`src/rtl/arb_pkg.sv`:
```
// arb_pkg: arbitration modes and index-width helper shared by the input arbiter
package arb_pkg;
  typedef enum logic [1:0] {
    ARB_RR     = 2'b00,
    ARB_FIXED  = 2'b01,
    ARB_SINGLE = 2'b10,
    ARB_FREEZE = 2'b11
  } arb_mode_e;

  function automatic int idxWidth(input int n);
    return (n < 2) ? 1 : $clog2(n);
  endfunction
endpackage

```
`src/rtl/rr_pick.sv`:
```
// rr_pick: first unmasked request at or after start, wrapping past the top index
module rr_pick
  import arb_pkg::*;
#(
  parameter int N     = 4,
  parameter int IDX_W = idxWidth(N)
) (
  input  logic [N-1:0]     req,
  input  logic [N-1:0]     mask,
  input  logic [IDX_W-1:0] start,
  output logic             hit,
  output logic [IDX_W-1:0] idx
);
  function automatic int wrapIdx(input int s, input int o);
    return (s + o) % N;
  endfunction

  // scan from the far end of the search order so the nearest eligible request is the one left standing
  always_comb begin
    hit = 1'b0;
    idx = '0;
    for (int o = N - 1; o >= 0; o--)
      if (req[wrapIdx(int'(start), o)] && !mask[wrapIdx(int'(start), o)]) begin
        hit = 1'b1;
        idx = IDX_W'(wrapIdx(int'(start), o));
      end
  end
endmodule

```
`src/rtl/rr_input_arbiter.sv`:
```
// rr_input_arbiter: grants up to NUM_OUT distinct inputs per cycle onto registered output lanes
module rr_input_arbiter
  import arb_pkg::*;
#(
  parameter int NUM_IN  = 4,
  parameter int NUM_OUT = 2,
  parameter int WIDTH   = 11,
  parameter int IDX_W   = idxWidth(NUM_IN)
) (
  input  logic                             clk,
  input  logic                             rst,
  input  logic [NUM_IN-1:0]                in_valid,
  input  logic [NUM_IN-1:0][WIDTH-1:0]     in_data,
  output logic [NUM_IN-1:0]                in_ready,
  output logic [NUM_OUT-1:0]               out_valid,
  output logic [NUM_OUT-1:0][WIDTH-1:0]    out_data,
  output logic [NUM_OUT-1:0][IDX_W-1:0]    out_src,
  input  logic [NUM_OUT-1:0]               out_ready,
  input  logic                             mode_valid,
  input  logic [1:0]                       mode_data,
  output logic                             mode_ready,
  output logic                             mctl_valid,
  output logic [NUM_OUT-1:0]               mctl_data,
  input  logic                             mctl_ready
);
  arb_mode_e mode;
  logic [IDX_W-1:0] rrPtr, searchStart, lastIdx, nextPtr;
  logic [NUM_OUT-1:0] laneFree, laneLoad;
  logic [NUM_OUT-1:0][IDX_W-1:0] laneIdx;
  logic mctlFree, grantEn, anyGrant;

  assign mode_ready  = 1'b1;
  assign mctlFree    = !mctl_valid || mctl_ready;
  assign grantEn     = mctlFree && mode != ARB_FREEZE;
  assign searchStart = (mode == ARB_FIXED) ? '0 : rrPtr;
  assign laneFree    = ~out_valid | out_ready;
  assign anyGrant    = |laneLoad;

  genvar k;
  generate
    for (k = 0; k < NUM_OUT; k++) begin : g
      logic [NUM_IN-1:0] maskIn, maskOut;
      logic hit, en, load;
      logic [IDX_W-1:0] idx;
      if (k == 0) begin : gHead
        assign maskIn = '0;
      end else begin : gLink
        assign maskIn = g[k-1].maskOut;
      end
      rr_pick #(.N(NUM_IN), .IDX_W(IDX_W)) uPick (
        .req  (in_valid),
        .mask (maskIn),
        .start(searchStart),
        .hit  (hit),
        .idx  (idx)
      );
      assign en          = grantEn && laneFree[k] && (k == 0 || mode != ARB_SINGLE);
      assign load        = en && hit;
      assign maskOut     = maskIn | (load ? (NUM_IN'(1) << idx) : '0);
      assign laneLoad[k] = load;
      assign laneIdx[k]  = idx;
    end
  endgenerate

  assign in_ready = g[NUM_OUT-1].maskOut;

  // the highest loaded lane holds the grant furthest along the search order
  always_comb begin
    lastIdx = '0;
    for (int j = 0; j < NUM_OUT; j++)
      if (laneLoad[j]) lastIdx = laneIdx[j];
  end

  assign nextPtr = (lastIdx == IDX_W'(NUM_IN - 1)) ? '0 : lastIdx + 1'b1;

  // free lanes either capture their granted flit or empty out
  always_ff @(posedge clk or posedge rst) begin
    if (rst) begin
      out_valid <= '0;
      out_data  <= '0;
      out_src   <= '0;
    end else begin
      for (int j = 0; j < NUM_OUT; j++)
        if (laneFree[j]) begin
          out_valid[j] <= laneLoad[j];
          if (laneLoad[j]) begin
            out_data[j] <= in_data[laneIdx[j]];
            out_src[j]  <= laneIdx[j];
          end
        end
    end
  end

  // mode register, round-robin pointer and merge-control mask
  always_ff @(posedge clk or posedge rst) begin
    if (rst) begin
      mode       <= ARB_RR;
      rrPtr      <= '0;
      mctl_valid <= 1'b0;
      mctl_data  <= '0;
    end else begin
      if (mode_valid) mode <= arb_mode_e'(mode_data);
      if (anyGrant) begin
        mctl_valid <= 1'b1;
        mctl_data  <= laneLoad;
      end else if (mctl_ready) mctl_valid <= 1'b0;
      if (anyGrant && (mode == ARB_RR || mode == ARB_SINGLE)) rrPtr <= nextPtr;
    end
  end
endmodule
```
`config.mk`:
```
export PLATFORM = sky130hd
export DESIGN_NAME = rr_input_arbiter
export DESIGN_NICKNAME = d
export VERILOG_FILES = /design/src/rtl/arb_pkg.sv /design/src/rtl/rr_pick.sv /design/src/rtl/rr_input_arbiter.sv
export SDC_FILE = /design/constraint.sdc
export NUM_CORES = 1
export LEC_CHECK = 0
export CAP_MARGIN = 25
export CORE_MARGIN = 2
export CORE_UTILIZATION = 40
export DETAILED_ROUTE_END_ITERATION = 8
export PLACE_DENSITY = 0.83
export SETUP_SLACK_MARGIN = 0.02
export SYNTH_ARGS = -nofsm -noshare
export SYNTH_HDL_FRONTEND = slang
export SYNTH_SLANG_ARGS = --single-unit
```
`constraint.sdc`:
```
create_clock -name clk -period 11.9 [get_ports clk]
set_clock_uncertainty 0.05 [all_clocks]
set_input_delay 2.975 -clock clk [delete_from_list [all_inputs] [get_ports clk]]
set_output_delay 2.975 -clock clk [all_outputs]
set_load 0.01 [all_outputs]
```
==> impl_metrics.json, run 1 <==
{
  "r2r_end": "out_data[17]",
  "die_x_um": 87.3,
  "synth_compound_area_frac": 0.215,
  "critPathCaptureType": "output port",
  "gp_congestion": 0.853,
  "synth_warnings": 0,
  "insertion_delay_ns": 0.29,
  "async_flop_share": 1.00,
  "synth-main-ff-cell": "dfrtp_1",
  "ys_ff_latch": 35,
  "synthAdderAreaFrac": 0,
  "rsz0062_at_grt": "no",
  "grt_pass1_wl_mm": 12.7,
  "power.leakage_nw": 1.59,
  "dp_hpwl_mm": 5.98,
  "syn_nets": 362,
  "synthSimpleGateAreaFrac": 0.193,
  "placementRows": 30,
  "drv_slew": 0,
  "worstPathRequired_ns": 8.88,
  "cts_buffer_depth": 2,
  "max_slew_margin": 0.354,
  "regArea_um2": 876,
  "cts-root-buf": "clkbuf_8",
  "timing.max_cap.violations": 0,
  "wirelength_mm": 7.98,
  "period_minus_slack_ns": 10.24,
  "yosys.cell_types.count": 60,
  "portBuffers": 90,
  "ioPinCount": 92,
  "min_from": "out_src[1]",
  "synthXorXnorAreaFrac": 0.00946,
  "setup.worst_path.start": "in_valid[3]",
  "multi_input_area_mm2": 0.00169,
  "avgSynthCellArea_um2": 9.08,
  "setup_tns_ns": 0,
  "die_height_um": 87.3,
  "clock_sinks": 35,
  "holdWs_ns": 0.431,
  "final_area_mm2": 0.00372,
  "cts_tree": "yes",
  "nNetsFinal": 438,
  "cts_resized": 0,
  "grt_usage": 0.214,
  "synthCells": 306,
  "gr-total-overflow": 0,
  "synth_edf_count": 0,
  "yosys-mux-area-fraction": 0.191,
  "synth_top_family_by_area": "compound AO/OA/AOI/OAI gates",
  "cts_hold_buf": 0,
  "ys_seq_area_frac": 0.315,
  "fill_cells": 631,
  "hold_viol_final": 0,
  "drt-pass1-iter-count": 4,
  "grt_pass1_vias": 2707,
  "finalCritPeriodShare": 0.861,
  "drc": 0,
  "p_per_area_mw_per_mm2": 264,
  "worstPathArrival_ns": 7.22,
  "fin_util": 0.551,
  "cts_buffers": 5,
  "reg2regPathDepth": 8,
  "criticalPathCategory": "input pin to output port",
  "fp.dieArea_mm2": 0.00763,
  "rr_startpoint": "mode[0]",
  "start_util": 0.411,
  "first_iter_violations": 106,
  "clk_pin_slew_ns": 0.08,
  "antenna_found_initial": 0,
  "cts_setup_buffers": 0,
  "ant_nets": 0,
  "finalSetupViolCount": 0,
  "rrSetupSlack_ns": 7.89,
  "whs_endpoint": "out_src[1]",
  "dpl_cell_area_mm2": 0.00361,
  "peakVddDrop_mv": 0.123,
  "grt_max_degree": 41,
  "min_path_type": "register to register",
  "core-area_mm2": 0.00676,
  "drive_above_1_share": 0.115,
  "antennaDiodeCount": 0,
  "routed_via_density": 5.67,
  "tightest_slew_ns": 0.969,
  "num_vias": 2626,
  "syn_to_final_growth_pct": 34.1,
  "outcome": "complete, no violations",
  "critPathMaxFanout": 40,
  "htreeDepth": 2,
  "worstSetupStartpointType": "input pin",
  "syn_area_mm2": 0.00278,
  "whs_path_depth": 2,
  "wire_per_inst_um": 17.2,
  "max_freq_mhz": 97.6
}
==> cell usage in the layout, fill, tap and decap left out, types with 3 or more instances in the layout <==
master           instances
and2_1                   5
mux2i_1                 36
nor2_1                   6
a31oi_1                  3
o21ai_0                 29
clkdlybuf4s50_1         90
a21oi_1                  6
nand2b_1                 6
o22ai_1                  4
nor2b_1                  6
o221ai_1                11
nor3_1                   3
nand3b_1                 3
nand2_1                 52
dfrtp_1                 35
clkbuf_8                 5
nand3_1                  4
mux2_2                  14
inv_1                    8
==> area by class of cell <==
class | instances | area share
Inverter | 8 | 0.00806
Clock inverter | 3 | 0.00672
Timing Repair Buffer | 93 | 0.250
Sequential cell | 35 | 0.235
Tap cell | 80 | 0.0269
Multi-Input combinational cell | 239 | 0.455
Clock buffer | 5 | 0.0185
==> logic make-up after synthesis <==
| family | Yosys count |
|---|---|
| simple gates | 103 |
| compound gates | 81 |
| mux | 51 |
| flops | 35 |
| buf+inv | 32 |
| xor+xnor | 3 |
| other cells | 1 |
==> where the power goes <==
group,internal (mW),switching [mW]
clock,0.0418,0.0491
sequential,0.175,0.0515
combinational,0.325,0.340
total,0.541,0.440
==> registers in the layout, indices dropped and copies added, names as in the netlist <==
name and cells:
out_data 22, mode 2, mctl_valid 1, mctl_data 2, rrPtr 2, out_valid 2
out_src 4
==> synthesized netlist by cell type (3+ instances only) <==
master | count | area, um^2
nand2_1 | 52 | 195
nor2b_1 | 6 | 37.5
buf_2 | 5 | 25.0
nand3_1 | 4 | 20.0
o221ai_1 | 11 | 96.3
nand2b_1 | 6 | 37.5
mux2i_1 | 36 | 360
nor2_1 | 6 | 22.5
a21oi_1 | 6 | 30.0
o22ai_1 | 4 | 25.0
o21ai_0 | 29 | 145
buf_6 | 4 | 45.0
clkbuf_1 | 5 | 18.8
dfrtp_1 | 35 | 876
nand3b_1 | 3 | 22.5
a31oi_1 | 3 | 18.8
nor3_1 | 3 | 15.0
inv_1 | 8 | 30.0
mux2_2 | 14 | 158
buf_4 | 8 | 60.1
and2_1 | 5 | 31.3
==> metal layers <==
layer	vias up	GRT usage	wire [um]
met5	-	0	0
met4	0	0.0853	170
met3	17	0.0521	617
met2	115	0.375	3970
met1	1238	0.250	3220
li1	1256	-	-
==> worst max-delay path, cell delays in order <==
cell and delay [ns]:
clkdlybuf4s50_1 0.69, nor2_2 0.12, a221oi_2 0.36, nand2_2 0.47
nor4_2 0.49, o32ai_4 0.17, a211oi_1 0.28, nand2b_1 0.79
or2_1 0.24, o22ai_1 0.10, clkdlybuf4s50_1 0.52
==> worst max path at each step <==
stage,endpoint,slack [ns],depth (start not counted)
3_5_place_dp,in_ready[0],1.75,11
2_1_floorplan,in_ready[1],3.59,12
3_3_place_gp,in_ready[0],1.90,11
6_report,in_ready[3],1.66,11
4_1_cts,in_ready[0],1.72,11
5_1_grt,in_ready[0],1.39,11
==> metrics by stage <==
step | power [mW] | setup WS, ns | std cells
CTS | 0.979 | 1.72 | 462
finish | 0.981 | 1.66 | 463
detailed placement | 0.886 | 1.75 | 454
global route | 1.05 | 1.39 | 463
floorplan | 0.700 | 3.59 | 306
global placement | 0.870 | 1.90 | 454
No activity file was read; power rests on OpenSTA's default activity.
==> inputs of run 2 (changes only) <==
Settings changed: CORE_MARGIN 2 to 3, CTS_BUF_LIST set to sky130_fd_sc_hd__clkbuf_8, GPL_TIMING_DRIVEN set to 0.
==> impl_metrics.json, run 2 (same netlist as run 1, synthesis figures left out) <==
{
  "die_x_um": 89.3,
  "criticalPathCategory": "input pin to output port",
  "drt-pass1-iter-count": 4,
  "power.total_mw": 1.09,
  "reg_top3": "out_data x22, out_src x4",
  "regArea_um2": 876,
  "worstPathArrival_ns": 6.61,
  "drc": 0,
  "cts_buffers": 5,
  "wire_per_inst_um": 17.9,
  "cts_buffer_depth": 2,
  "die_height_um": 89.3,
  "cts-root-buf": "clkbuf_8",
  "fin_ws_ns": 2.26,
  "final_area_mm2": 0.00393,
  "ant_nets": 0,
  "grt_pass1_vias": 2822,
  "max_slew_margin": 0.617,
  "clk_pin_slew_ns": 0.08,
  "htreeDepth": 2,
  "syn_to_final_growth_pct": 41.4,
  "placementRows": 29,
  "nNetsFinal": 459,
  "cts_setup_buffers": 0,
  "rsz0062_at_grt": "no",
  "multi_input_area_mm2": 0.00169,
  "grt_pass1_wl_mm": 13.7,
  "critPathCaptureType": "output port",
  "start_util": 0.425,
  "grt_max_degree": 25,
  "peakVddDrop_mv": 0.140,
  "top_register": "out_data",
  "final-instance-count-excl-fill": 481,
  "cts_hold_buf": 0,
  "antennaDiodeCount": 0,
  "worstSetupStartpointType": "input pin",
  "timing.max_cap.violations": 0,
  "min_path_type": "register to register",
  "outcome": "complete, no violations",
  "dp_cells": 473,
  "finalSetupViolCount": 0,
  "finalCritPeriodShare": 0.810,
  "num_vias": 2804,
  "ioPinCount": 92,
  "fp.dieArea_mm2": 0.00798,
  "pre_cts_ws_ns": 2.29,
  "grt_usage": 0.223,
  "final_common_cell": "clkdlybuf4s50_1",
  "hold_viol_final": 0,
  "critPathMaxFanout": 10,
  "routed_via_density": 5.83,
  "gr-total-overflow": 0,
  "setup_tns_ns": 0,
  "antenna_found_initial": 0,
  "dp_hpwl_mm": 6.67,
  "first_iter_violations": 106,
  "insertion_delay_ns": 0.29,
  "slowest_stage": "clkdlybuf4s50_1",
  "clock_sinks": 35,
  "p_per_area_mw_per_mm2": 277,
  "drive_above_1_share": 0.151,
  "period_minus_slack_ns": 9.64,
  "cts_tree": "yes",
  "most-common-layout-cells": "clkdlybuf4s50_1 (89), nand2_1 (52), mux2i_1 (36)",
  "dpl_cell_area_mm2": 0.00379,
  "core-area_mm2": 0.00653,
  "power.leakage_nw": 1.70,
  "tightest_slew_ns": 0.575,
  "portBuffers": 89,
  "drv_slew": 0,
  "largest_register_ff_count": 22,
  "fill_cells": 564,
  "crit_chain": "clkdlybuf4s50_1 > buf_4 > nor2_2 > a221oi_2 > nand2_2 > buf_4 > nor4b_4 > o32ai_4 > a31oi_1 > mux2_1 > buf_6 > or2_1 > o22ai_1 > clkdlybuf4s50_1",
  "wirelength_mm": 8.61,
  "max_freq_mhz": 104,
  "gp_congestion": 0.857,
  "worstPathRequired_ns": 8.88,
  "max_stage_delay_ns": 0.58,
  "cts_resized": 0
}
[run 2: cell types whose count changed in the layout (fill, tap and decap cells not counted), sizes merged]
cell / before / now
buf: 3 / 20
bufinv: 0 / 2
clkbuf: 5 / 10
clkdlybuf4s50: 90 / 89
clkinv: 2 / 0
[run 2: cell type report]
cell class              count  share of cell area
well taps                  77              0.0245
repair buffers             90               0.234
multi-input cells         239               0.431
inverters                   8             0.00764
clock buffers               5              0.0175
clock inverters             3              0.0172
flip-flops and latches     35               0.223
plain buffers              24              0.0455
[run 2: critical path: cells and delay by family]
kind,cells,cell delay [ns]
buffers and inverters,5,1.57
AOI/OAI and AO/OA,4,0.93
and+or+nand+nor,4,0.76
muxes,1,0.36
[run 2: worst paths after layout]
kind / from / to / slack, ns / cells past startpoint
worst min-delay path: out_src[0] / out_src[0] / 0.43 / 2
worst max-delay path: in_valid[1] / in_ready[3] / 2.26 / 14
max in group asynchronous: rst / out_data[6] / 8.31 / 3
worst max register to register: rrPtr[1] / out_data[21] / 8.73 / 12
worst min register to register: out_src[0] / out_src[0] / 0.43 / 2
min in group asynchronous: rst / out_data[14] / 2.97 / 2
[run 2: where the power goes]
group	total [mW]	internal, mW	switching (mW)
registers	0.212	0.175	0.0370
clock network	0.132	0.0836	0.0481
logic	0.745	0.368	0.377
[run 2: metal layers]
metal  vias up  global-route usage  wire length (um)
met5         -                   0                 0
li1       1303                   -                 -
met1      1351               0.265              3460
met2       126               0.378              4230
met4         0               0.118               290
met3        24              0.0424               630
[run 2: per-stage QoR]
stage	hold WS [ns]	utilization
2_1_floorplan	0.459	-
3_3_place_gp	0.412	0.576
3_5_place_dp	0.418	0.581
4_1_cts	0.439	0.602
5_1_grt	0.461	0.602
6_report	0.432	0.602
==> inputs of run 3 (changes only) <==
Clock period 11.9 ns to 9.35 ns, I/O delays scaled along.
==> results of run 3 <==
Same layout as run 2 (identical final DEF). Status: complete, no violations.
Main changes from that run: setup slack after placement 2.29 ns -> 1.02 ns; setup slack after layout 2.26 ns -> 0.988 ns; register-to-register setup slack 8.73 ns -> 6.18 ns; total power 1.09 mW -> 1.39 mW; worst IR drop on VDD 0.140 mV -> 0.178 mV
